[config.mk]
export PLATFORM = sky130hd
export DESIGN_NAME = packet_fifo_write_arbiter
export DESIGN_NICKNAME = d
export VERILOG_FILES = /design/src/rtl/packet_fifo_write_arbiter.sv
export SDC_FILE = /design/constraint.sdc
export NUM_CORES = 1
export LEC_CHECK = 0
export BUFFER_PORTS_ARGS = -buffer_cell sky130_fd_sc_hd__buf_2
export CORE_MARGIN = 2
export CORE_UTILIZATION = 41
export DETAILED_ROUTE_END_ITERATION = 10
export PLACE_DENSITY = 0.83
export SLEW_MARGIN = 0
export SYNTH_ARGS = -nofsm -noshare
export SYNTH_HDL_FRONTEND = slang
export SYNTH_SLANG_ARGS = --single-unit
[constraint.sdc]
create_clock -name clock -period 2.3 [get_ports clock]
set_input_delay 0.115 -clock clock [delete_from_list [all_inputs] [get_ports clock]]
set_output_delay 0.115 -clock clock [all_outputs]
set_load 0.02 [all_outputs]
[src/rtl/packet_fifo_write_arbiter.sv]
// Round-robin, packet-locked arbiter sharing one FIFO write port between several
// packet sources in the FIFO write clock domain.
module packet_fifo_write_arbiter #(
  parameter int WIDTH           = 8,
  parameter int REQUESTERS      = 4,
  parameter int REQUESTERS_LOG2 = (REQUESTERS > 1) ? $clog2(REQUESTERS) : 1
) (
  input  logic                          clock,
  input  logic                          reset,
  input  logic                          flush,
  input  logic [REQUESTERS-1:0]         request_valid,
  input  logic [REQUESTERS-1:0]         request_last,
  input  logic [REQUESTERS*WIDTH-1:0]   request_data,
  output logic [REQUESTERS-1:0]         request_ready,
  output logic                          grant_valid,
  output logic [REQUESTERS_LOG2-1:0]    grant_index,
  output logic                          fifo_write_enable,
  output logic [WIDTH-1:0]              fifo_write_data,
  input  logic                          fifo_full
);

  typedef enum logic [0:0] {IDLE = 1'b0, LOCKED = 1'b1} state_t;

  localparam int CW = REQUESTERS_LOG2 + 1;
  localparam logic [CW-1:0] REQ_COUNT = CW'(REQUESTERS);
  localparam logic [REQUESTERS_LOG2-1:0] LAST_INDEX = REQUESTERS_LOG2'(REQUESTERS - 1);

  state_t                     state_r;
  state_t                     state_next_s;
  logic [REQUESTERS_LOG2-1:0] grant_index_r;
  logic [REQUESTERS_LOG2-1:0] pointer_r;
  logic [REQUESTERS_LOG2-1:0] pointer_after_s;
  logic [REQUESTERS_LOG2-1:0] select_index_s;
  logic                       select_found_s;
  logic [CW-1:0]              candidate_s;
  logic                       grantee_valid_s;
  logic                       grantee_last_s;
  logic [WIDTH-1:0]           grantee_data_s;
  logic                       transfer_s;

  // Round-robin search: first valid requester at or above the pointer, wrapping.
  always_comb begin
    select_found_s = 1'b0;
    select_index_s = {REQUESTERS_LOG2{1'b0}};
    candidate_s    = {CW{1'b0}};
    for (int k = 0; k < REQUESTERS; k++) begin
      candidate_s = {1'b0, pointer_r} + CW'(k);
      candidate_s = (candidate_s >= REQ_COUNT) ? (candidate_s - REQ_COUNT) : candidate_s;
      for (int i = 0; i < REQUESTERS; i++) begin
        if (!select_found_s && request_valid[i] && (candidate_s == CW'(i))) begin
          select_found_s = 1'b1;
          select_index_s = REQUESTERS_LOG2'(i);
        end else begin
          select_found_s = select_found_s;
        end
      end
    end
  end

  assign pointer_after_s = (grant_index_r == LAST_INDEX) ? {REQUESTERS_LOG2{1'b0}}
                                                         : grant_index_r + REQUESTERS_LOG2'(1);

  // State, grant index and priority pointer registers.
  always_ff @(posedge clock) begin
    if (reset) begin
      state_r       <= IDLE;
      grant_index_r <= {REQUESTERS_LOG2{1'b0}};
      pointer_r     <= {REQUESTERS_LOG2{1'b0}};
    end else begin
      state_r <= state_next_s;
      if ((state_r == IDLE) && !flush && select_found_s) begin
        grant_index_r <= select_index_s;
      end
      // An aborted grantee also loses priority so it cannot starve the others.
      if ((state_r == LOCKED) && (flush || (transfer_s && grantee_last_s))) begin
        pointer_r <= pointer_after_s;
      end
    end
  end

  // Next-state logic.
  always_comb begin
    state_next_s = state_r;
    if (flush) begin
      state_next_s = IDLE;
    end else begin
      case (state_r)
        IDLE:    state_next_s = select_found_s ? LOCKED : IDLE;
        LOCKED:  state_next_s = (transfer_s && grantee_last_s) ? IDLE : LOCKED;
        default: state_next_s = IDLE;
      endcase
    end
  end

  // Output logic: grantee mux, ready, zero-latency write path.
  always_comb begin
    grantee_valid_s = 1'b0;
    grantee_last_s  = 1'b0;
    grantee_data_s  = {WIDTH{1'b0}};
    request_ready   = {REQUESTERS{1'b0}};
    for (int i = 0; i < REQUESTERS; i++) begin
      if (grant_index_r == REQUESTERS_LOG2'(i)) begin
        grantee_valid_s  = request_valid[i];
        grantee_last_s   = request_last[i];
        grantee_data_s   = request_data[i*WIDTH +: WIDTH];
        request_ready[i] = (state_r == LOCKED) && !fifo_full && !flush && !reset;
      end else begin
        request_ready[i] = 1'b0;
      end
    end
    transfer_s        = (state_r == LOCKED) && grantee_valid_s && !fifo_full && !flush && !reset;
    fifo_write_enable = transfer_s;
    fifo_write_data   = (state_r == LOCKED) ? grantee_data_s : {WIDTH{1'b0}};
  end

  assign grant_valid = (state_r == LOCKED);
  assign grant_index = grant_index_r;

endmodule

After elaboration in Yosys (flattened, before gate mapping). Index checks and enable logic that the tools add are counted.

Bits in registers: 5. Output and inout bits: 16. Logic and storage cells: 154. Input port bits: 44.

$lt $le $gt $ge: 4. Eq/ne operators: 15. Add/subtract/negate cells: 8. Bitwise operators: 1. Reduce and logical (&&, ||, !) cells: 67. Multiplexer cells: 56.

Operator list (count): logical AND 1 bit (42); two-way mux 8 bit (5); two-way mux 1 bit (31); two-way mux 2 bit (15); equality test 3 x 2 -> 1 bit (second input constant) (8); zero test 1 bit (18); equality test 3 x 1 -> 1 bit (second input constant) (4); zero test 3 bit (4); two-way mux 3 bit (4); greater-or-equal comparator 3 bit (second input constant) (3); subtractor 3 bit (second input constant) (3); adder 2 x 2 -> 3 bit (second input constant) (2); equality test 2 bit (second input constant) (2); adder 2 x 1 -> 3 bit (second input constant) (1); greater-or-equal comparator 2 x 3 -> 1 bit (second input constant) (1); subtractor 2 x 3 -> 3 bit (second input constant) (1); adder 2 x 1 -> 2 bit (second input constant) (1); equality test 2 x 1 -> 1 bit (second input constant) (1); zero test 2 bit (1); case mux 1 bit (2 select lines) (1); OR reduction 2 bit (1); logical OR 1 bit (1); inverter 1 bit (1).

Logic depth before layout (Yosys ltp). Gate-level depths: netlist of run 1.

Word-level depth: 67. Mapped depth: 7. Gate-level depth less buffers: 6.

Worst setup path before layout of run 1. OpenSTA, ideal clock, no wires.

Kind: register -> output. Start: register grant_index_r[0], in the netlist grant_index[0]. End: output port fifo_write_data[0]. Buffers on the path: 1. Data arrival time: 1958 ps. Cell stages (with the launch flop): 6. Required time: 2185 ps. Setup slack: 227 ps. Cell sequence: dfxtp_1 -> ha_1 -> clkbuf_1 -> a221oi_1 -> a211o_1 -> a21boi_0.

Longest elaborated chain between the ends: 6. Elaborated cells on any way between the ends: 9. Those cells by class: eq/ne (3); mux (5); reduce/logical (1).

Ends and longest elaborated chain: from (decl) (line 30) `logic [REQUESTERS_LOG2-1:0] grant_index_r;`; from (signal assigned) (line 67) `grant_index_r <= {REQUESTERS_LOG2{1'b0}};`; from (signal assigned) (line 72) `grant_index_r <= select_index_s;`; zero test 2 bit (line 102) `if (grant_index_r == REQUESTERS_LOG2'(i)) begin`; two-way mux 8 bit (3 in series) (line 102); two-way mux 8 bit (*) (line 102); two-way mux 8 bit (*) (line 113) `fifo_write_data = (state_r == LOCKED) ? grantee_data_s : {WIDTH{1'b0}};`; to (decl) (line 18) `output logic [WIDTH-1:0] fifo_write_data,`.

Every way passes the cells marked *; elsewhere a longest branch is shown, timed or not.

Worst setup path after layout of run 1.
Start: register grant_index_r[1], in the netlist grant_index[1]. End: output port fifo_write_data[3].

The elaborated chain is that of the path after synthesis.

==> results of run 1 <==
## per-layer routing
layer | track usage | routed length, um | up-vias
met3 | 0.03988 | 268 | 3
met4 | 0.08796 | 36 | 0
met5 | 0 | 0 | -
met2 | 0.4595 | 1319 | 56
met1 | 0.2218 | 1028 | 514
li1 | - | - | 544
## power groups by stage
stage / sequential, mW / clock (mW) / combinational [mW]
after floorplan: 0.104 / 0 / 0.125
after global placement: 0.103 / 0 / 0.190
after detailed placement: 0.104 / 0 / 0.196
after CTS: 0.102 / 0.109 / 0.198
after global routing: 0.104 / 0.116 / 0.221
final: 0.103 / 0.104 / 0.200
## stage by stage
stage / util / cells / power, mW
4_1_cts: 0.6014 / 199 / 0.4094
3_5_place_dp: 0.5867 / 195 / 0.3005
2_1_floorplan: - / 115 / 0.2293
3_3_place_gp: 0.5867 / 195 / 0.2930
6_report: 0.6046 / 199 / 0.4070
5_1_grt: 0.6046 / 199 / 0.4407
## worst max-delay path: stages (launching register included)
cell and delay (ps):
sky130_fd_sc_hd__dfxtp_2 350, sky130_fd_sc_hd__inv_1 60, sky130_fd_sc_hd__ha_1 220, sky130_fd_sc_hd__buf_4 200
sky130_fd_sc_hd__and3b_1 220, sky130_fd_sc_hd__a211oi_1 60, sky130_fd_sc_hd__a211o_1 270, sky130_fd_sc_hd__a21boi_0 150
sky130_fd_sc_hd__buf_2 180
## cells by family after synthesis
family,count (synthesis)
AO/OA/AOI/OAI,46
flip-flops,5
adder cells (fa/ha/maj),4
buffers and inverters,23
AND/OR/NAND/NOR,37
## timing repair
item / CTS / global route
gates resized for setup: 1 / 2
pin swaps: 0 / 0
hold endpoints to repair: 0 / 0
hold buffers: 0 / 0
setup endpoints to repair: 7 / 6
cloned: 0 / 0
## final cells by class
type / instances / area, um2
inverter: 14 / 52.55
tap: 27 / 33.78
timing repair buffer: 62 / 317.8
sequential: 5 / 101.3
fill: 187 / 775.7
clock buffer: 4 / 26.28
multi-input combinational: 87 / 654.4
## placed cells by master (no fill, tap or decap), drive strengths merged, types with 3 or more instances in the layout
master | Yosys | final
a21oi | 5 | 5
nor2 | 3 | 3
nor2b | 5 | 5
a211oi | 3 | 3
a211o | 10 | 10
buf | 4 | 62
a21boi | 9 | 9
dfxtp | 5 | 5
a221oi | 7 | 7
and2 | 4 | 4
ha | 4 | 4
nand3b | 3 | 3
nand2 | 11 | 11
inv | 14 | 14
clkbuf | 5 | 4
## worst paths after layout
check	startpoint	end	slack (ps)	cells after the start
min reg2reg	grant_index[1]$_SDFFE_PP0P_	grant_index[1]$_SDFFE_PP0P_	480	2
max	grant_index[1]$_SDFFE_PP0P_	fifo_write_data[3]	230	8
min	flush	grant_valid$_SDFF_PP0_	110	2
max reg2reg	grant_index[1]$_SDFFE_PP0P_	pointer_r[1]$_SDFFE_PP0P_	390	7
## state kept, by name (all words and copies together), names as in the netlist
name,count
grant_valid,1
pointer_r,2
grant_index,2
## synth_stat cells, drive strengths merged, types with 3 or more instances
cell    number  area [um2]
nand3b       3       22.52
nor2         3       11.26
clkbuf       5       18.77
a21oi        5       28.78
buf          4       26.27
a221oi       7       61.31
nor2b        5       31.28
ha           4       50.05
and2         4       25.02
a211oi       3       22.52
nand2       11       41.29
a21boi       9       67.56
a211o       10       87.58
dfxtp        5       100.1
inv         14       52.55
==> tab_implementation.tex, run 1 <==
\begin{tabular}{lr}
\hline
Metric & Value \\
\hline
\multicolumn{2}{l}{\textbf{Global route}} \\
\quad First-pass GRT wire length & 4.353 mm \\
\quad Initial antenna violation count & 0 \\
\quad Overall overflow remaining after global route & 0 \\
\quad Pin count of the biggest net entering global routing & 18 \\
\quad Overall routing resource usage & 0.2269 \\
\quad Number of global-route vias before repair & 1,068 \\
\multicolumn{2}{l}{\textbf{Logic synthesis}} \\
\quad Synth warnings & 0 \\
\quad Post-synthesis share of cell area spent on xor and xnor gates & 0 \\
\quad Total nets after synthesis & about 160 \\
\quad Number of cells produced by synthesis & 115 \\
\quad Most common flop cell mapped by yosys & sky130\_fd\_sc\_hd\_\_dfxtp\_1 \\
\quad Netlist area before placement & 844.6 um2 \\
\quad Area fraction in and, or, nand and nor cells after synthesis & 0.2548 \\
\quad Synth Area in Compound Gates & 0.4519 \\
\quad Count of flip-flops with a built-in enable after synthesis & 0 \\
\quad Synth Register Bits & 5 \\
\quad Synth Area per Inst & 7.344 um2 \\
\quad Adder-cell share of the synthesized area & 0.05926 \\
\quad Fraction of registers with async set/reset & 0 \\
\quad Dominant combinational cell family by area after synthesis & compound AO/OA/AOI/OAI gates \\
\quad Multiplexer fraction of the synthesized cell area & 0 \\
\quad Sequential element share of the synthesized area & 0.1185 \\
\quad Synth cell types & 35 \\
\multicolumn{2}{l}{\textbf{Power and ir drop}} \\
\quad Clock network fraction of design power & 0.256 \\
\quad Relative contribution of sequential cells to total power & 0.252 \\
\quad Sw Ratio & 0.3692 \\
\quad Int Pwr & around 0.26 mW \\
\quad Cell leakage power & approximately 0.61 nW \\
\quad Worst IR Drop VDD & 292.7 uV \\
\quad Power density cells & 343.1 nW/um2 \\
\quad Switching pwr & between 0.15 and 0.2 mW \\
\quad Proportion of power drawn by combinational gates & 0.492 \\
\multicolumn{2}{l}{\textbf{Drt}} \\
\quad Avg WL per Cell & around 13 um \\
\quad Routed via count & 1,117 \\
\quad Number of DRC markers in iteration 0 & 16 \\
\quad Wire length reported by the detailed router & 2.652 mm \\
\quad Vias per cell & 5.613 \\
\quad Antenna Nets Post-Route & 0 \\
\quad Post-route DRC & 0 \\
\quad Length of the first detailed-routing pass in iterations & 4 \\
\multicolumn{2}{l}{\textbf{Floorplan}} \\
\quad Std-Cell Rows & 16 \\
\quad Total Die Area & 2439 um2 \\
\quad Chip Height & 49.39 um \\
\quad Starting Density & 0.4305 \\
\quad \# IOs & 60 \\
\quad Width of the die & 49.39 um \\
\quad Core Box Area & $\sim$2000 um2 \\
\multicolumn{2}{l}{\textbf{CTS}} \\
\quad Number of H-tree levels & 1 \\
\quad TritonCTS clock tree & built \\
\quad Clock Root Buffer & sky130\_fd\_sc\_hd\_\_clkbuf\_4 \\
\quad Clock Sink Count & 5 \\
\quad Setup Buffers After CTS & 0 \\
\quad Number of buffers created by CTS & 3 \\
\quad Clock transition at the registers of the reported paths & 40 ps \\
\quad Maximum clock path buffer count & 2 \\
\quad Clock network latency to the later pin of the worst-skew pair & 250 ps \\
\multicolumn{2}{l}{\textbf{Cells and area}} \\
\quad Area growth from synthesis to layout & 40.44\% \\
\quad Layout net count & 221 \\
\quad Cell area after layout & roughly 1200 um2 \\
\quad Final antenna diode count & 0 \\
\quad Share of layout cells above drive strength 1 & 0.4128 \\
\multicolumn{2}{l}{\textbf{Timing}} \\
\quad Max Slew Vio Count & 0 \\
\quad Slew @ Worst Pin & 622.0 ps \\
\quad Minimum clock period & 2067 ps \\
\quad Post-route fraction of the period consumed by the critical path & 0.8989 \\
\quad Number of endpoints with negative hold slack in the final report & 0 \\
\quad Headroom to the max-slew limit & 0.5843 \\
\quad Setup tns final & 0 ps \\
\quad Max Freq & 483.7 MHz \\
\quad Final worst clock skew & about 4.7 ps \\
\quad Final Worst Setup Slack & $\sim$230 ps \\
\quad Hold\_ws & around 110 ps \\
\quad RSZ-0062 raised after global routing & false \\
\quad Endpoints failing setup & 0 \\
\multicolumn{2}{l}{\textbf{Critical path}} \\
\quad Nature of the critical path startpoint & register \\
\quad Element type at the critical path end & primary output \\
\quad CP Class & register to primary output \\
\quad Largest driver fanout on the critical path & 14 \\
\quad Arrival @ worst endpoint & 1950 ps \\
\quad Required arrival time at the worst endpoint & 2180 ps \\
\multicolumn{2}{l}{\textbf{Placement}} \\
\quad Place WS & 220.3 ps \\
\quad Count of input and output buffers & 59 \\
\quad RePlAce Congestion & 0.8503 \\
\quad Total cell area at the placement stage & 1151 um2 \\
\quad HPWL after detailed placement & roughly 2.1 mm \\
\multicolumn{2}{l}{\textbf{Status}} \\
\quad Result of the run & finished clean \\
\multicolumn{2}{l}{\textbf{Min path}} \\
\quad Min-delay worst type & primary input to register \\
\multicolumn{2}{l}{\textbf{Flow run}} \\
\quad Max-capacitance violation count & 0 \\
\hline
\end{tabular}
No activity file was read; power rests on OpenSTA's default activity.
==> inputs of run 2 (changes only) <==
--- a/config.mk
+++ b/config.mk
@@ -6,11 +6,12 @@
 export NUM_CORES = 1
 export LEC_CHECK = 0
 export BUFFER_PORTS_ARGS = -buffer_cell sky130_fd_sc_hd__buf_2
+export CORE_ASPECT_RATIO = 1.25
 export CORE_MARGIN = 2
 export CORE_UTILIZATION = 41
 export DETAILED_ROUTE_END_ITERATION = 10
 export PLACE_DENSITY = 0.83
-export SLEW_MARGIN = 0
+export SLEW_MARGIN = 15
 export SYNTH_ARGS = -nofsm -noshare
 export SYNTH_HDL_FRONTEND = slang
 export SYNTH_SLANG_ARGS = --single-unit
==> constraint.sdc (replaced) <==
create_clock -name clock -period 2 [get_ports clock]
set_input_delay 0.1 -clock clock [delete_from_list [all_inputs] [get_ports clock]]
set_output_delay 0.1 -clock clock [all_outputs]
set_load 0.02 [all_outputs]
==> tab_implementation.tex, run 2 (synthesized netlist as in run 1, its figures left out) <==
\begin{tabular}{lr}
\hline
Metric & Value \\
\hline
\multicolumn{2}{l}{\textbf{Critical path}} \\
\quad Number of cells on the worst reg-to-reg path & 7 (unchanged) \\
\quad CP Class & register to primary output \\
\quad Nature of the critical path startpoint & register \\
\quad Required arrival time at the worst endpoint & 1900 ps (-280 ps) \\
\quad Reg2reg start & grant\_index[1]\$\_SDFFE\_PP0P\_ \\
\quad Setup slack of the most critical reg-to-reg path & 140 ps (-250 ps) \\
\quad Largest driver fanout on the critical path & 8 (-6) \\
\quad Arrival @ worst endpoint & 1820 ps (-130 ps) \\
\quad Terminus of the critical flop-to-flop path & pointer\_r[1]\$\_SDFFE\_PP0P\_ \\
\quad Crit path from & grant\_index[0]\$\_SDFFE\_PP0P\_ \\
\quad Element type at the critical path end & primary output \\
\multicolumn{2}{l}{\textbf{Drt}} \\
\quad Wire length reported by the detailed router & 2.719 mm (+2.5\%) \\
\quad Vias per cell & 5.675 (+1.1\%) \\
\quad Length of the first detailed-routing pass in iterations & 4 (unchanged) \\
\quad Routed via count & 1,101 (-1.4\%) \\
\quad Post-route DRC & 0 (unchanged) \\
\quad Antenna Nets Post-Route & 0 (unchanged) \\
\quad Avg WL per Cell & 14.02 um (+5.2\%) \\
\quad Number of DRC markers in iteration 0 & 37 (+21) \\
\multicolumn{2}{l}{\textbf{Status}} \\
\quad Result of the run & finished clean \\
\multicolumn{2}{l}{\textbf{Global route}} \\
\quad Pin count of the biggest net entering global routing & 22 (+4) \\
\quad Number of global-route vias before repair & 888 (-17\%) \\
\quad Overall routing resource usage & 0.2100 (-0.01694) \\
\quad Initial antenna violation count & 0 (unchanged) \\
\quad First-pass GRT wire length & 3.877 mm (-11\%) \\
\quad Overall overflow remaining after global route & 0 (unchanged) \\
\multicolumn{2}{l}{\textbf{Timing}} \\
\quad Setup tns final & 0 ps (unchanged) \\
\quad Final Worst Setup Slack & 75.93 ps (-156.7 ps) \\
\quad Max Slew Vio Count & 0 (unchanged) \\
\quad Slew @ Worst Pin & 575.1 ps (-46.85 ps) \\
\quad Final worst clock skew & 0.7236 ps (-3.954 ps) \\
\quad Endpoints failing setup & 0 (unchanged) \\
\quad Max Freq & a little over 500 MHz \\
\quad Minimum clock period & 1924 ps \\
\quad Headroom to the max-slew limit & 0.6130 (+0.02878) \\
\quad Number of endpoints with negative hold slack in the final report & 0 (unchanged) \\
\quad Post-route fraction of the period consumed by the critical path & 0.9620 \\
\multicolumn{2}{l}{\textbf{Power and ir drop}} \\
\quad Sw Ratio & 0.3687 (-0.0004423) \\
\quad Proportion of power drawn by combinational gates & 0.512 (+0.020) \\
\quad Power density cells & 389.7 nW/um2 (+14\%) \\
\quad Relative contribution of sequential cells to total power & 0.244 (-0.008) \\
\quad Switching pwr & 0.1793 mW (+19\%) \\
\quad Cell leakage power & 0.6284 nW (+2.8\%) \\
\quad Int Pwr & 0.3069 mW (+20\%) \\
\quad Clock network fraction of design power & 0.244 (-0.012) \\
\quad Worst IR Drop VDD & 347.2 uV (+19\%) \\
\multicolumn{2}{l}{\textbf{CTS}} \\
\quad Clock Root Buffer & sky130\_fd\_sc\_hd\_\_clkbuf\_4 \\
\quad Number of buffers created by CTS & 3 (unchanged) \\
\quad Clock transition at the registers of the reported paths & 40 ps (about the same) \\
\quad Clock network latency to the later pin of the worst-skew pair & 240 ps (about the same) \\
\quad TritonCTS clock tree & built \\
\quad Clock Sink Count & 5 (unchanged) \\
\quad Number of H-tree levels & 1 (unchanged) \\
\quad Number of buffers inserted by hold repair at cts & 0 (unchanged) \\
\quad Maximum clock path buffer count & 2 (unchanged) \\
\multicolumn{2}{l}{\textbf{Floorplan}} \\
\quad Chip Height & 54.75 um (+11\%) \\
\quad \# IOs & 60 (unchanged) \\
\quad Width of the die & 44.60 um (-9.7\%) \\
\quad Starting Density & 0.4310 (+0.0005499) \\
\quad Total Die Area & 2441 um2 (+0.10\%) \\
\quad Std-Cell Rows & 18 (+2) \\
\quad Core Box Area & 1959 um2 (-0.13\%) \\
\multicolumn{2}{l}{\textbf{Cells and area}} \\
\quad Commonest cells after routing, fill and taps aside & sky130\_fd\_sc\_hd\_\_buf\_2, sky130\_fd\_sc\_hd\_\_inv\_1, sky130\_fd\_sc\_hd\_\_nand2\_1 \\
\quad Area growth from synthesis to layout & 47.70\% \\
\quad Cell area after layout & 1247 um2 (+5.2\%) \\
\quad Share of layout cells above drive strength 1 & 0.4655 (+0.05273) \\
\quad Most common cell after layout, fill and taps aside & sky130\_fd\_sc\_hd\_\_buf\_2 \\
\quad Layout net count & 223 (+0.90\%) \\
\quad Core utilization of the finished layout & 0.6367 (+0.03206) \\
\quad Final antenna diode count & 0 (unchanged) \\
\quad Count of placed standard cells in the final layout, fillers left out & 194 (-2.5\%) \\
\multicolumn{2}{l}{\textbf{Placement}} \\
\quad Placed Instances & 190 (-2.6\%) \\
\quad Count of input and output buffers & 59 (unchanged) \\
\quad HPWL after detailed placement & 2.116 mm (-1.4\%) \\
\quad RePlAce Congestion & 0.8398 (-1.2\%) \\
\quad Total cell area at the placement stage & 1157 um2 (+0.54\%) \\
\quad Place WS & 31.69 ps (-188.7 ps) \\
\multicolumn{2}{l}{\textbf{Min path}} \\
\quad Worst Min Path Start & flush \\
\quad Endpoint, Worst Hold & grant\_valid\$\_SDFF\_PP0\_ \\
\quad Min-delay worst type & primary input to register \\
\quad Hold Path Stages & 2 (unchanged) \\
\multicolumn{2}{l}{\textbf{Flow run}} \\
\quad Max-capacitance violation count & 0 (unchanged) \\
\hline
\end{tabular}
run 2: changes by cell type in the layout (fill, tap and decap cells not counted), sizes merged:
cell / before / now
buf: 62 / 64
run 2: power groups by stage:
stage / Sequential [mW] / Clock (mW) / Combinational (mW)
after floorplan: 0.119 / 0 / 0.147
after global placement: 0.119 / 0 / 0.222
after detailed placement: 0.120 / 0 / 0.230
after CTS: 0.119 / 0.120 / 0.236
after global routing: 0.120 / 0.123 / 0.272
final: 0.119 / 0.119 / 0.249
run 2: worst max-delay path, cell delays in order (launching register included):
cell and delay (ps):
sky130_fd_sc_hd__dfxtp_4 370, sky130_fd_sc_hd__inv_2 70, sky130_fd_sc_hd__ha_2 180, sky130_fd_sc_hd__nor2b_4 230, sky130_fd_sc_hd__a221oi_1 120, sky130_fd_sc_hd__a211o_1 290, sky130_fd_sc_hd__a21boi_1 160, sky130_fd_sc_hd__buf_4 160
run 2: layout make-up:
type / instances / area, um2
multi-input combinational: 87 / 680.7
clock buffer: 4 / 26.28
tap: 20 / 25.02
inverter: 14 / 52.55
sequential: 5 / 107.6
timing repair buffer: 64 / 355.3
fill: 166 / 711.9
run 2: through the flow:
step           total power, mW  hold slack (ps)
2_1_floorplan           0.2665            164.3
3_3_place_gp            0.3407            348.0
3_5_place_dp            0.3503            368.7
4_1_cts                 0.4752            113.4
5_1_grt                 0.5153            115.5
6_report                0.4862            113.9
run 2: repair_timing:
item / CTS / global route
pin swaps: 0 / 0
setup endpoints to repair: 8 / 11
resized for setup: 6 / 16
setup buffers: 0 / 0
run 2: per-layer routing:
metal  track usage  wire, um
met2        0.3478      1460
met3       0.01980       145
met1        0.2871      1102
met5             0         0
met4       0.05556        11
run 2: worst max-delay path by stage:
| stage | endpoint | slack, ps | depth (start not counted) |
|---|---|---|---|
| 5_1_grt | fifo_write_data[0] | -20 | 7 |
| 6_report | fifo_write_data[4] | 80 | 7 |
| 2_1_floorplan | pointer_r[0]$_SDFFE_PP0P_ | 20 | 7 |
| 3_3_place_gp | pointer_r[1]$_SDFFE_PP0P_ | 70 | 6 |
| 3_5_place_dp | pointer_r[1]$_SDFFE_PP0P_ | 30 | 6 |
| 4_1_cts | fifo_write_data[3] | 20 | 8 |
